**src/rtl/router_link_pkg.sv**
```systemverilog
// Shared definitions for the router link egress/ingress paths:
// FSM state encoding, header field positions and the DW byte swap.
package router_link_pkg;

  typedef enum logic [1:0] {
    ST_IDLE = 2'd0,
    ST_HDR  = 2'd1,
    ST_PAY  = 2'd2
  } egress_state_e;

  localparam int unsigned FMT_BIT     = 29;    // 1: 4-DW header, 0: 3-DW header
  localparam int unsigned PAYLOAD_BIT = 30;    // 1: payload follows the header
  localparam int unsigned LEN_MSB     = 9;     // length field is [LEN_MSB:0]
  localparam int unsigned MAX_LEN     = 1024;  // length 0 encodes this many DWs
  localparam int unsigned LEN_CNT_W   = 11;    // wide enough to hold MAX_LEN
  localparam int unsigned DW_W        = 32;

  // Host byte order <-> link byte order.
  function automatic logic [DW_W-1:0] byte_swap32(input logic [DW_W-1:0] dw);
    return {dw[7:0], dw[15:8], dw[23:16], dw[31:24]};
  endfunction

endpackage

```
**src/rtl/link_byte_swap.sv**
```systemverilog
// Combinational DW byte swap shared by the ingress and egress link paths.
// Ports: dw (host-order DW in), swapped (link-order DW out).
module link_byte_swap
  import router_link_pkg::*;
(
  input  logic [DW_W-1:0] dw,
  output logic [DW_W-1:0] swapped
);

  assign swapped = byte_swap32(dw);

endmodule

```
**src/rtl/output_link_router_egress.sv**
```systemverilog
// Egress side of a router link: takes a 3/4-DW header plus an optional
// payload and serialises them, byte-swapped, onto a valid/ready link.
// Ports:
//   clk, rst_n                      clock, async active-low reset
//   header_in/valid/ready           128-bit header handshake (DW0 in [31:0])
//   payload_in/valid/ready          32-bit payload DW handshake
//   out_data/out_valid, link_ready  link output handshake (registered)
//   receive_link_input_buffer_full  stall request, freezes the egress path
//   out_parity                      XOR of out_data, only with EGRESS_DW_PARITY_EN
module output_link_router_egress
  import router_link_pkg::*;
#(
  parameter int LINK_NUMBER = 0,
  parameter int DATA_WIDTH  = 32
) (
  input  logic                  clk,
  input  logic                  rst_n,
  input  logic [127:0]          header_in,
  input  logic                  header_valid,
  output logic                  header_ready,
  input  logic [DW_W-1:0]       payload_in,
  input  logic                  payload_valid,
  output logic                  payload_ready,
  output logic [DATA_WIDTH-1:0] out_data,
  output logic                  out_valid,
  input  logic                  link_ready,
  input  logic                  receive_link_input_buffer_full
`ifdef EGRESS_DW_PARITY_EN
  ,
  output logic                  out_parity
`endif
);

  // LINK_NUMBER is identification only; only a 32-bit link is implemented.
  if (DATA_WIDTH != 32 || LINK_NUMBER < 0) begin : g_param_check
    $error("output_link_router_egress: unsupported DATA_WIDTH or LINK_NUMBER");
  end

  egress_state_e        state;
  logic [95:0]          hdr_tail;   // DW1..DW3 of the accepted header
  logic [1:0]           hdr_idx;    // next header DW to load
  logic                 hdr_four;
  logic                 has_pay;
  logic [LEN_CNT_W-1:0] pay_cnt;

  logic                 load_en;
  logic                 hdr_take;
  logic                 pay_take;
  logic                 hdr_last;
  logic [DW_W-1:0]      hdr_word;
  logic [DW_W-1:0]      swap_src;
  logic [DW_W-1:0]      swapped;
  logic [LEN_MSB:0]     len_field;

  // The output register may only be reloaded when not stalled and the link
  // slot is empty or being drained this cycle.
  assign load_en = !receive_link_input_buffer_full && (!out_valid || link_ready);

  // Readies are gated by rst_n so they drop immediately on reset assertion.
  assign header_ready  = rst_n && (state == ST_IDLE) && load_en;
  assign payload_ready = rst_n && (state == ST_PAY)  && load_en;
  assign hdr_take      = header_valid  && header_ready;
  assign pay_take      = payload_valid && payload_ready;

  assign hdr_last  = (hdr_idx == (hdr_four ? 2'd3 : 2'd2));
  assign len_field = header_in[LEN_MSB:0];

  // Select the latched header DW to send next.
  always_comb begin
    hdr_word = hdr_tail[31:0];
    case (hdr_idx)
      2'd2:    hdr_word = hdr_tail[63:32];
      2'd3:    hdr_word = hdr_tail[95:64];
      default: hdr_word = hdr_tail[31:0];
    endcase
  end

  // Source of the DW entering the swapper, by state.
  always_comb begin
    swap_src = header_in[31:0];
    case (state)
      ST_HDR:  swap_src = hdr_word;
      ST_PAY:  swap_src = payload_in;
      default: swap_src = header_in[31:0];
    endcase
  end

  link_byte_swap u_swap (
    .dw      (swap_src),
    .swapped (swapped)
  );

  // Packet FSM and output register.
  always_ff @(posedge clk or negedge rst_n) begin
    if (!rst_n) begin
      state     <= ST_IDLE;
      hdr_tail  <= '0;
      hdr_idx   <= '0;
      hdr_four  <= 1'b0;
      has_pay   <= 1'b0;
      pay_cnt   <= '0;
      out_data  <= '0;
      out_valid <= 1'b0;
    end else begin
      case (state)
        ST_IDLE: begin
          if (hdr_take) begin
            hdr_tail  <= header_in[127:32];
            hdr_four  <= header_in[FMT_BIT];
            has_pay   <= header_in[PAYLOAD_BIT];
            hdr_idx   <= 2'd1;
            if (!header_in[PAYLOAD_BIT]) begin
              pay_cnt <= '0;
            end else if (len_field == '0) begin
              pay_cnt <= LEN_CNT_W'(MAX_LEN);
            end else begin
              pay_cnt <= LEN_CNT_W'(len_field);
            end
            out_data  <= DATA_WIDTH'(swapped);
            out_valid <= 1'b1;
            state     <= ST_HDR;
          end else if (load_en) begin
            out_valid <= 1'b0;
          end
        end
        ST_HDR: begin
          if (load_en) begin
            out_data  <= DATA_WIDTH'(swapped);
            out_valid <= 1'b1;
            hdr_idx   <= hdr_idx + 2'd1;
            if (hdr_last) begin
              state <= has_pay ? ST_PAY : ST_IDLE;
            end
          end
        end
        ST_PAY: begin
          if (pay_take) begin
            out_data  <= DATA_WIDTH'(swapped);
            out_valid <= 1'b1;
            pay_cnt   <= pay_cnt - LEN_CNT_W'(1);
            if (pay_cnt == LEN_CNT_W'(1)) begin
              state <= ST_IDLE;
            end
          end else if (load_en) begin
            // Link took the DW and no payload is offered: emit a bubble.
            out_valid <= 1'b0;
          end
        end
        default: state <= ST_IDLE;
      endcase
    end
  end

`ifdef EGRESS_DW_PARITY_EN
  logic dw_load;

  assign dw_load = hdr_take || pay_take || ((state == ST_HDR) && load_en);

  // Even parity tracks out_data, loaded on the same edges.
  always_ff @(posedge clk or negedge rst_n) begin
    if (!rst_n) begin
      out_parity <= 1'b0;
    end else if (dw_load) begin
      out_parity <= ^swapped;
    end
  end
`endif

endmodule
```
**config.mk**
```make
export PLATFORM = sky130hd
export DESIGN_NAME = output_link_router_egress
export DESIGN_NICKNAME = d
export VERILOG_FILES = /design/src/rtl/router_link_pkg.sv /design/src/rtl/link_byte_swap.sv /design/src/rtl/output_link_router_egress.sv
export SDC_FILE = /design/constraint.sdc
export NUM_CORES = 1
export LEC_CHECK = 0
export ABC_CLOCK_PERIOD_IN_PS = 2100
export CAP_MARGIN = 25
export CORE_MARGIN = 3
export CORE_UTILIZATION = 45
export CTS_BUF_LIST = sky130_fd_sc_hd__clkbuf_4 sky130_fd_sc_hd__clkbuf_8
export DETAILED_ROUTE_END_ITERATION = 7
export PLACE_DENSITY = 0.78
export SLEW_MARGIN = 20
export SYNTH_ARGS = -nofsm -noshare
export SYNTH_HDL_FRONTEND = slang
export SYNTH_SLANG_ARGS = --single-unit
```
**constraint.sdc**
```tcl
create_clock -name clk -period 2.1 [get_ports clk]
set_input_delay 0.21 -clock clk [delete_from_list [all_inputs] [get_ports clk]]
set_output_delay 0.21 -clock clk [all_outputs]
set_load 0.01 [all_outputs]
```
## After elaboration in Yosys (flattened, before gate mapping)

Cells that the tools add are included.

- Input bits: 166
- Memories: 0
- Bits in writable memories: 0
- Logic and storage cells: 68
- ROM bits: 0
- Latch bits: 0
- Flip-flop bits (word level): 146

- Divide/modulo/power cells: 0
- Equal/unequal tests: 11
- Bitwise logic cells: 0
- Muxes and demuxes: 26
- Reduce and logical (&&, ||, !) cells: 21
- $lt $le $gt $ge: 0
- Add/sub/neg operators: 2
- Shift operators: 0
- $mul: 0

Operators with widths:

| cell | number |
|---|---|
| one-hot mux 32 bit (2 select lines) | 2 |
| 2-to-1 mux 32 bit | 3 |
| one-hot mux 32 bit (3 select lines) | 1 |
| 2-to-1 mux 11 bit | 4 |
| one-hot mux 11 bit (2 select lines) | 1 |
| 2-to-1 mux 2 bit | 7 |
| equality test 11 x 1 -> 1 bit (second input constant) | 1 |
| subtractor 11 x 1 -> 11 bit (second input constant) | 1 |
| logical NOT 10 bit | 1 |
| != test 2 bit (second input constant) | 4 |
| logical AND 1 bit | 7 |
| equality test 2 bit (second input constant) | 3 |
| one-hot mux 2 bit (3 select lines) | 1 |
| AND reduction 3 bit | 2 |
| 2-to-1 mux 1 bit | 5 |
| AND reduction 5 bit | 1 |
| one-hot mux 2 bit (2 select lines) | 1 |
| AND reduction 2 bit | 2 |
| AND reduction 4 bit | 1 |
| nonzero test 2 bit | 2 |
| one-hot mux 1 bit (3 select lines) | 1 |
| nonzero test 3 bit | 1 |
| adder 2 x 1 -> 2 bit (second input constant) | 1 |
| equality test 2 x 1 -> 1 bit (second input constant) | 1 |
| other kinds (5) | 6 |

## Depth between registers and ports, before layout

- Depth after elaboration: 7
- Gate-level depth with buffers: 9
- Gate-level depth less buffers: 6

## Modules after synthesis

From an unflattened synthesis, not the netlist that was laid out.

- Cells, all modules: 642
- Area, all modules: 7507.2 um2

By module, submodules not included:

| module | instances | sequential area each (um2) | cells each | area each (um2) |
|---|---|---|---|---|
| output_link_router_egress | 1 | 3653.5 | 610 | 7267.0 |
| link_byte_swap | 1 | 0.0 | 32 | 240.2 |

## Least setup slack after synthesis

No wires, ideal clock.

- Path type: register to register
- Start point: reg state[0]
- End point: reg pay_cnt[9]
- Required time: 1976 ps
- Arrival: 1885 ps
- Setup slack: 91 ps
- Stages on the path, launching flop included: 8
- Clock period less this slack: 2009 ps
- Path through: dfrtp_1 inv_1 ha_1 nor2b_1 or4_4 buf_6 buf_6 a211o_1

- Word-level cells in the longest chain between the ends: 6
- Elaborated cells on any way between the ends: 13
- Those cells by class: eq/ne (3); mux (1); reduce/logical (9)

Ends and longest elaborated chain:

| element | RTL line | source |
|---|---|---|
| start, declared | output_link_router_egress.sv:39 | `egress_state_e state;` |
| start signal, assigned | output_link_router_egress.sv:132 | `state <= has_pay ? ST_PAY : ST_IDLE;` |
| equality test 2 bit or logical NOT 2 bit (tied branches) | output_link_router_egress.sv:61, output_link_router_egress.sv:105, output_link_router_egress.sv:60 |  |
| logical AND 1 bit, on equally long branches (2 in series) | output_link_router_egress.sv:61, output_link_router_egress.sv:60 |  |
| logical AND 1 bit, on equally long branches | output_link_router_egress.sv:63, output_link_router_egress.sv:62 |  |
| != test 2 bit (no line) | -- |  |
| AND reduction 3 bit (no line) | -- |  |
| end signal, assigned | output_link_router_egress.sv:115 | `pay_cnt <= LEN_CNT_W'(MAX_LEN);` |
| end signal, assigned | output_link_router_egress.sv:117 | `pay_cnt <= LEN_CNT_W'(len_field);` |
| end signal, assigned | output_link_router_egress.sv:140 | `pay_cnt <= pay_cnt - LEN_CNT_W'(1);` |
| end, declared | output_link_router_egress.sv:44 | `logic [LEN_CNT_W-1:0] pay_cnt;` |

Parallel ways exist; a longest one is shown, timed or not.
A chain may end at the register's enable or synchronous reset.

## Worst setup path in the final report

- Start point: reg state[1]
- End point: reg pay_cnt[6]

The elaborated chain is that of the path after synthesis.

==> impl_metrics.tcl <==
set metrics [dict create \
    tightest_slew_ns 0.875 \
    ys_warn_count 0 \
    path_class "reg -> reg" \
    crit_path_cell_trace "inv_2 > ha_4 > nor2b_1 > or4_4 > a22o_1 > a21o_1" \
    vias 6011 \
    crit_required_ns 2.44 \
    critPathMaxStageDelay_ns 0.63 \
    m1WireLength_mm 8.99 \
    dieArea_um2 17900 \
    cts_tree "yes" \
    grt_pass1_wl_mm 33.4 \
    crit_fanout 18 \
    power_density_nw_per_um2 642 \
    synthesis.nets 818 \
    synth.avg_cell_area_um2 11.4 \
    clockRootBuffer "clkbuf_8" \
    r2r_end "pay_cnt[6]" \
    grt_pass1_vias 6320 \
    holdPathStages 2 \
    finalSetupTns_ns 0 \
    coreArea_um2 15900 \
    design_area_um2 10300 \
    worst_setup_path_start_kind "flip-flop" \
    maxCapViolCount 0 \
    period_needed_ns 2.03 \
    cts.sinks 146 \
    fin_skew_ns 0.0119 \
    hold_viol_final 0 \
    grt_max_degree 148 \
    rsz0062_at_grt "no" \
    antenna_found_initial 0 \
    wl_met2_mm 10.3 \
    dpl_cell_area_um2 9830 \
    r2r_slack_ns 0.07 \
    synth-seq-area-share_pct 49.7 \
    drc_errors 0 \
    fmax_ghz 0.492 \
    ys_seq_elements 146 \
    ir_worst_vdd_mv 0.361 \
    drive_above_1_share_pct 25.2 \
    n_antenna_cell 0 \
    gp_congestion 0.918 \
    grt_overflow 0 \
    rows 46 \
    highest_layer "met4" \
    wl_met3_mm 1.06 \
    syn_area_um2 7350 \
    drt-pass1-iter-count 5 \
    numCtsBuffers 17 \
    critPathCaptureType "flip-flop" \
    start_util_pct 46.1 \
    report.final.slew_viol_count 0 \
    synth_cell_type_count 53 \
    ff2ff_path_depth 6 \
    status "complete, no violations" \
    gr-usage-all-layers_pct 23.6 \
    timing.rr.start "state[1]" \
    viasPerCell 5.58 \
    ant_nets 0 \
    clk_path_buf_depth 2 \
    crit_slowest_cell "or4_4" \
    clk_pin_slew_ns 0.08 \
    crit_start "state[1]" \
    syn_inst 644 \
    min_to "hdr_tail[86]" \
    final-setup-viol-count 0 \
    nets 1024 \
    die_y_um 134 \
    fin_crit_sh_pct 96.8 \
    relSlewSlack_pct 41.7 \
    pin_count 201 \
    syn_to_final_growth_pct 40.2 \
    drt_iter0_markers 403 \
    portBuffers 200 \
    cts_max_level 4 \
    die_w_um 134 \
    hold_path.class "in -> reg" \
    hp-start "header_in[118]" \
    arrival_ns 2.37 \
    hpwlAfterDp_mm 15.0 \
    wl_mm 20.8 \
    wire_per_inst_um 19.3 \
    p_leak_nw 4.55 \
    worstSkewPairLatency_ns 0.45 \
]
synthesized netlist by cell type, drive strengths merged:
library cell	n	share of area (%)
buf	28	2.3
a41oi	3	0.36
and4b	1	0.14
a31oi	32	2.7
or2	2	0.17
nor2b	7	0.60
o32a	1	0.14
nand4	2	0.17
a32oi	2	0.24
a2bb2oi	1	0.12
nor4	4	0.51
o32ai	2	0.24
nand2b	2	0.27
nor3b	33	3.4
ha	8	1.4
nor3	6	0.41
o41ai	1	0.12
o22ai	1	0.085
a41o	1	0.14
and3	3	0.26
or4	1	0.15
mux2	131	20
a211oi	5	0.58
nand3	3	0.20
o31ai	2	0.39
a311oi	1	0.12
nor4b	1	0.12
nand4b	4	0.56
a22oi	1	0.10
a21oi	5	0.34
a21o	1	0.10
o21bai	1	0.10
and4	1	0.12
o211ai	2	0.20
clkbuf	22	1.1
xor2	1	0.12
dfrtp	146	50
inv	9	0.46
nand2	50	2.6
o21ai	38	2.6
a211o	1	0.12
nor2	43	2.2
a22o	33	3.9
mux2i	2	0.27
how the worst max path moves through the flow:
stage	end	slack, ns	depth (start not counted)
final	pay_cnt[6]	0.07	6
after global routing	pay_cnt[6]	0.01	6
after CTS	pay_cnt[6]	0.02	6
after detailed placement	out_data[12]	0.004	7
after global placement	out_data[22]	0.07	6
after floorplan	pay_cnt[9]	0.09	7
sequential cells by signal, indices dropped and copies added (netlist names):
register / cells
hdr_tail: 96
out_data: 32
pay_cnt: 11
hdr_idx: 2
state: 2
has_pay: 1
hdr_four: 1
out_valid: 1
critical path: cells and delay by family (launching register included):
family          cells  cell delay [ns]
compound gates      2             0.42
flops               1             0.43
buf+inv             1             0.09
fa+ha+maj           1             0.20
simple gates        2             0.79
where the power goes:
part	leakage, nW	internal (mW)	total [mW]	switching [mW]
sequential	1.92	2.98	3.10	0.115
combinational	2.43	0.735	1.17	0.438
clock	0.208	1.30	2.34	1.05
total	4.55	5.02	6.61	1.60
layout by cell type, fill, tap and decap left out, types with 3 or more instances in the layout:
cell             count
a211oi_1             3
a21oi_1              5
a22o_1              33
a31oi_1             32
a41oi_1              3
and3_1               3
buf_12              14
buf_4               22
bufinv_16            4
clkbuf_8            17
clkdlybuf4s50_1    197
clkinv_2             4
dfrtp_1            145
ha_1                 4
inv_1                7
mux2_2             129
nand2_1             50
nand3_1              3
nand4b_1             3
nor2_1              43
nor2b_1              6
nor3_1               5
nor3b_1             33
o21ai_0             37
layer usage:
metal  global-route usage (%)  up-vias
met2                     38.2      202
li1                         -     2764
met3                     4.65       36
met1                     31.9     3009
met4                     8.17        0
met5                        0        -
area by class of cell:
type / count / area (µm²)
clock inverters: 11 / 164
flip-flops and latches: 146 / 3650
repair buffers: 237 / 2460
well taps: 216 / 270
inverters: 9 / 33.8
clock buffers: 19 / 249
fillers: 1225 / 5640
multi-input cells: 439 / 3470
cells by family after synthesis:
logic type | count (synthesis) | share of synthesized area, %
AOI/OAI and AO/OA | 134 | 12.7
xor gates and xnor gates | 1 | 0.119
adders and majority gates | 8 | 1.36
buffers and inverters | 59 | 3.93
DFF | 146 | 49.7
muxes | 133 | 20.3
and+or+nand+nor | 163 | 11.8
per-stage QoR:
| stage | total power, mW | hold slack [ns] | std cells | worst slack (ns) | util (%) |
|---|---|---|---|---|---|
| final | 6.61 | 0.372 | 1077 | 0.0667 | 64.6 |
| after CTS | 6.67 | 0.342 | 1077 | 0.0196 | 64.4 |
| after global routing | 6.88 | 0.346 | 1077 | 0.0108 | 64.6 |
| after global placement | 4.28 | 0.437 | 1046 | 0.0674 | 61.6 |
| after floorplan | 3.50 | -0.0856 | 644 | 0.0911 | - |
| after detailed placement | 4.31 | 0.454 | 1046 | 0.00430 | 61.6 |
timing repair:
action / in CTS / in global routing
pin swaps: 0 / 0
gates resized for setup: 4 / 9
setup buffers: 0 / 0
hold buffers: 1 / 0
endpoints found under the setup margin: 2 / 134
endpoints found under the hold margin: 146 / 0
No activity file was read; power rests on OpenSTA's default activity.
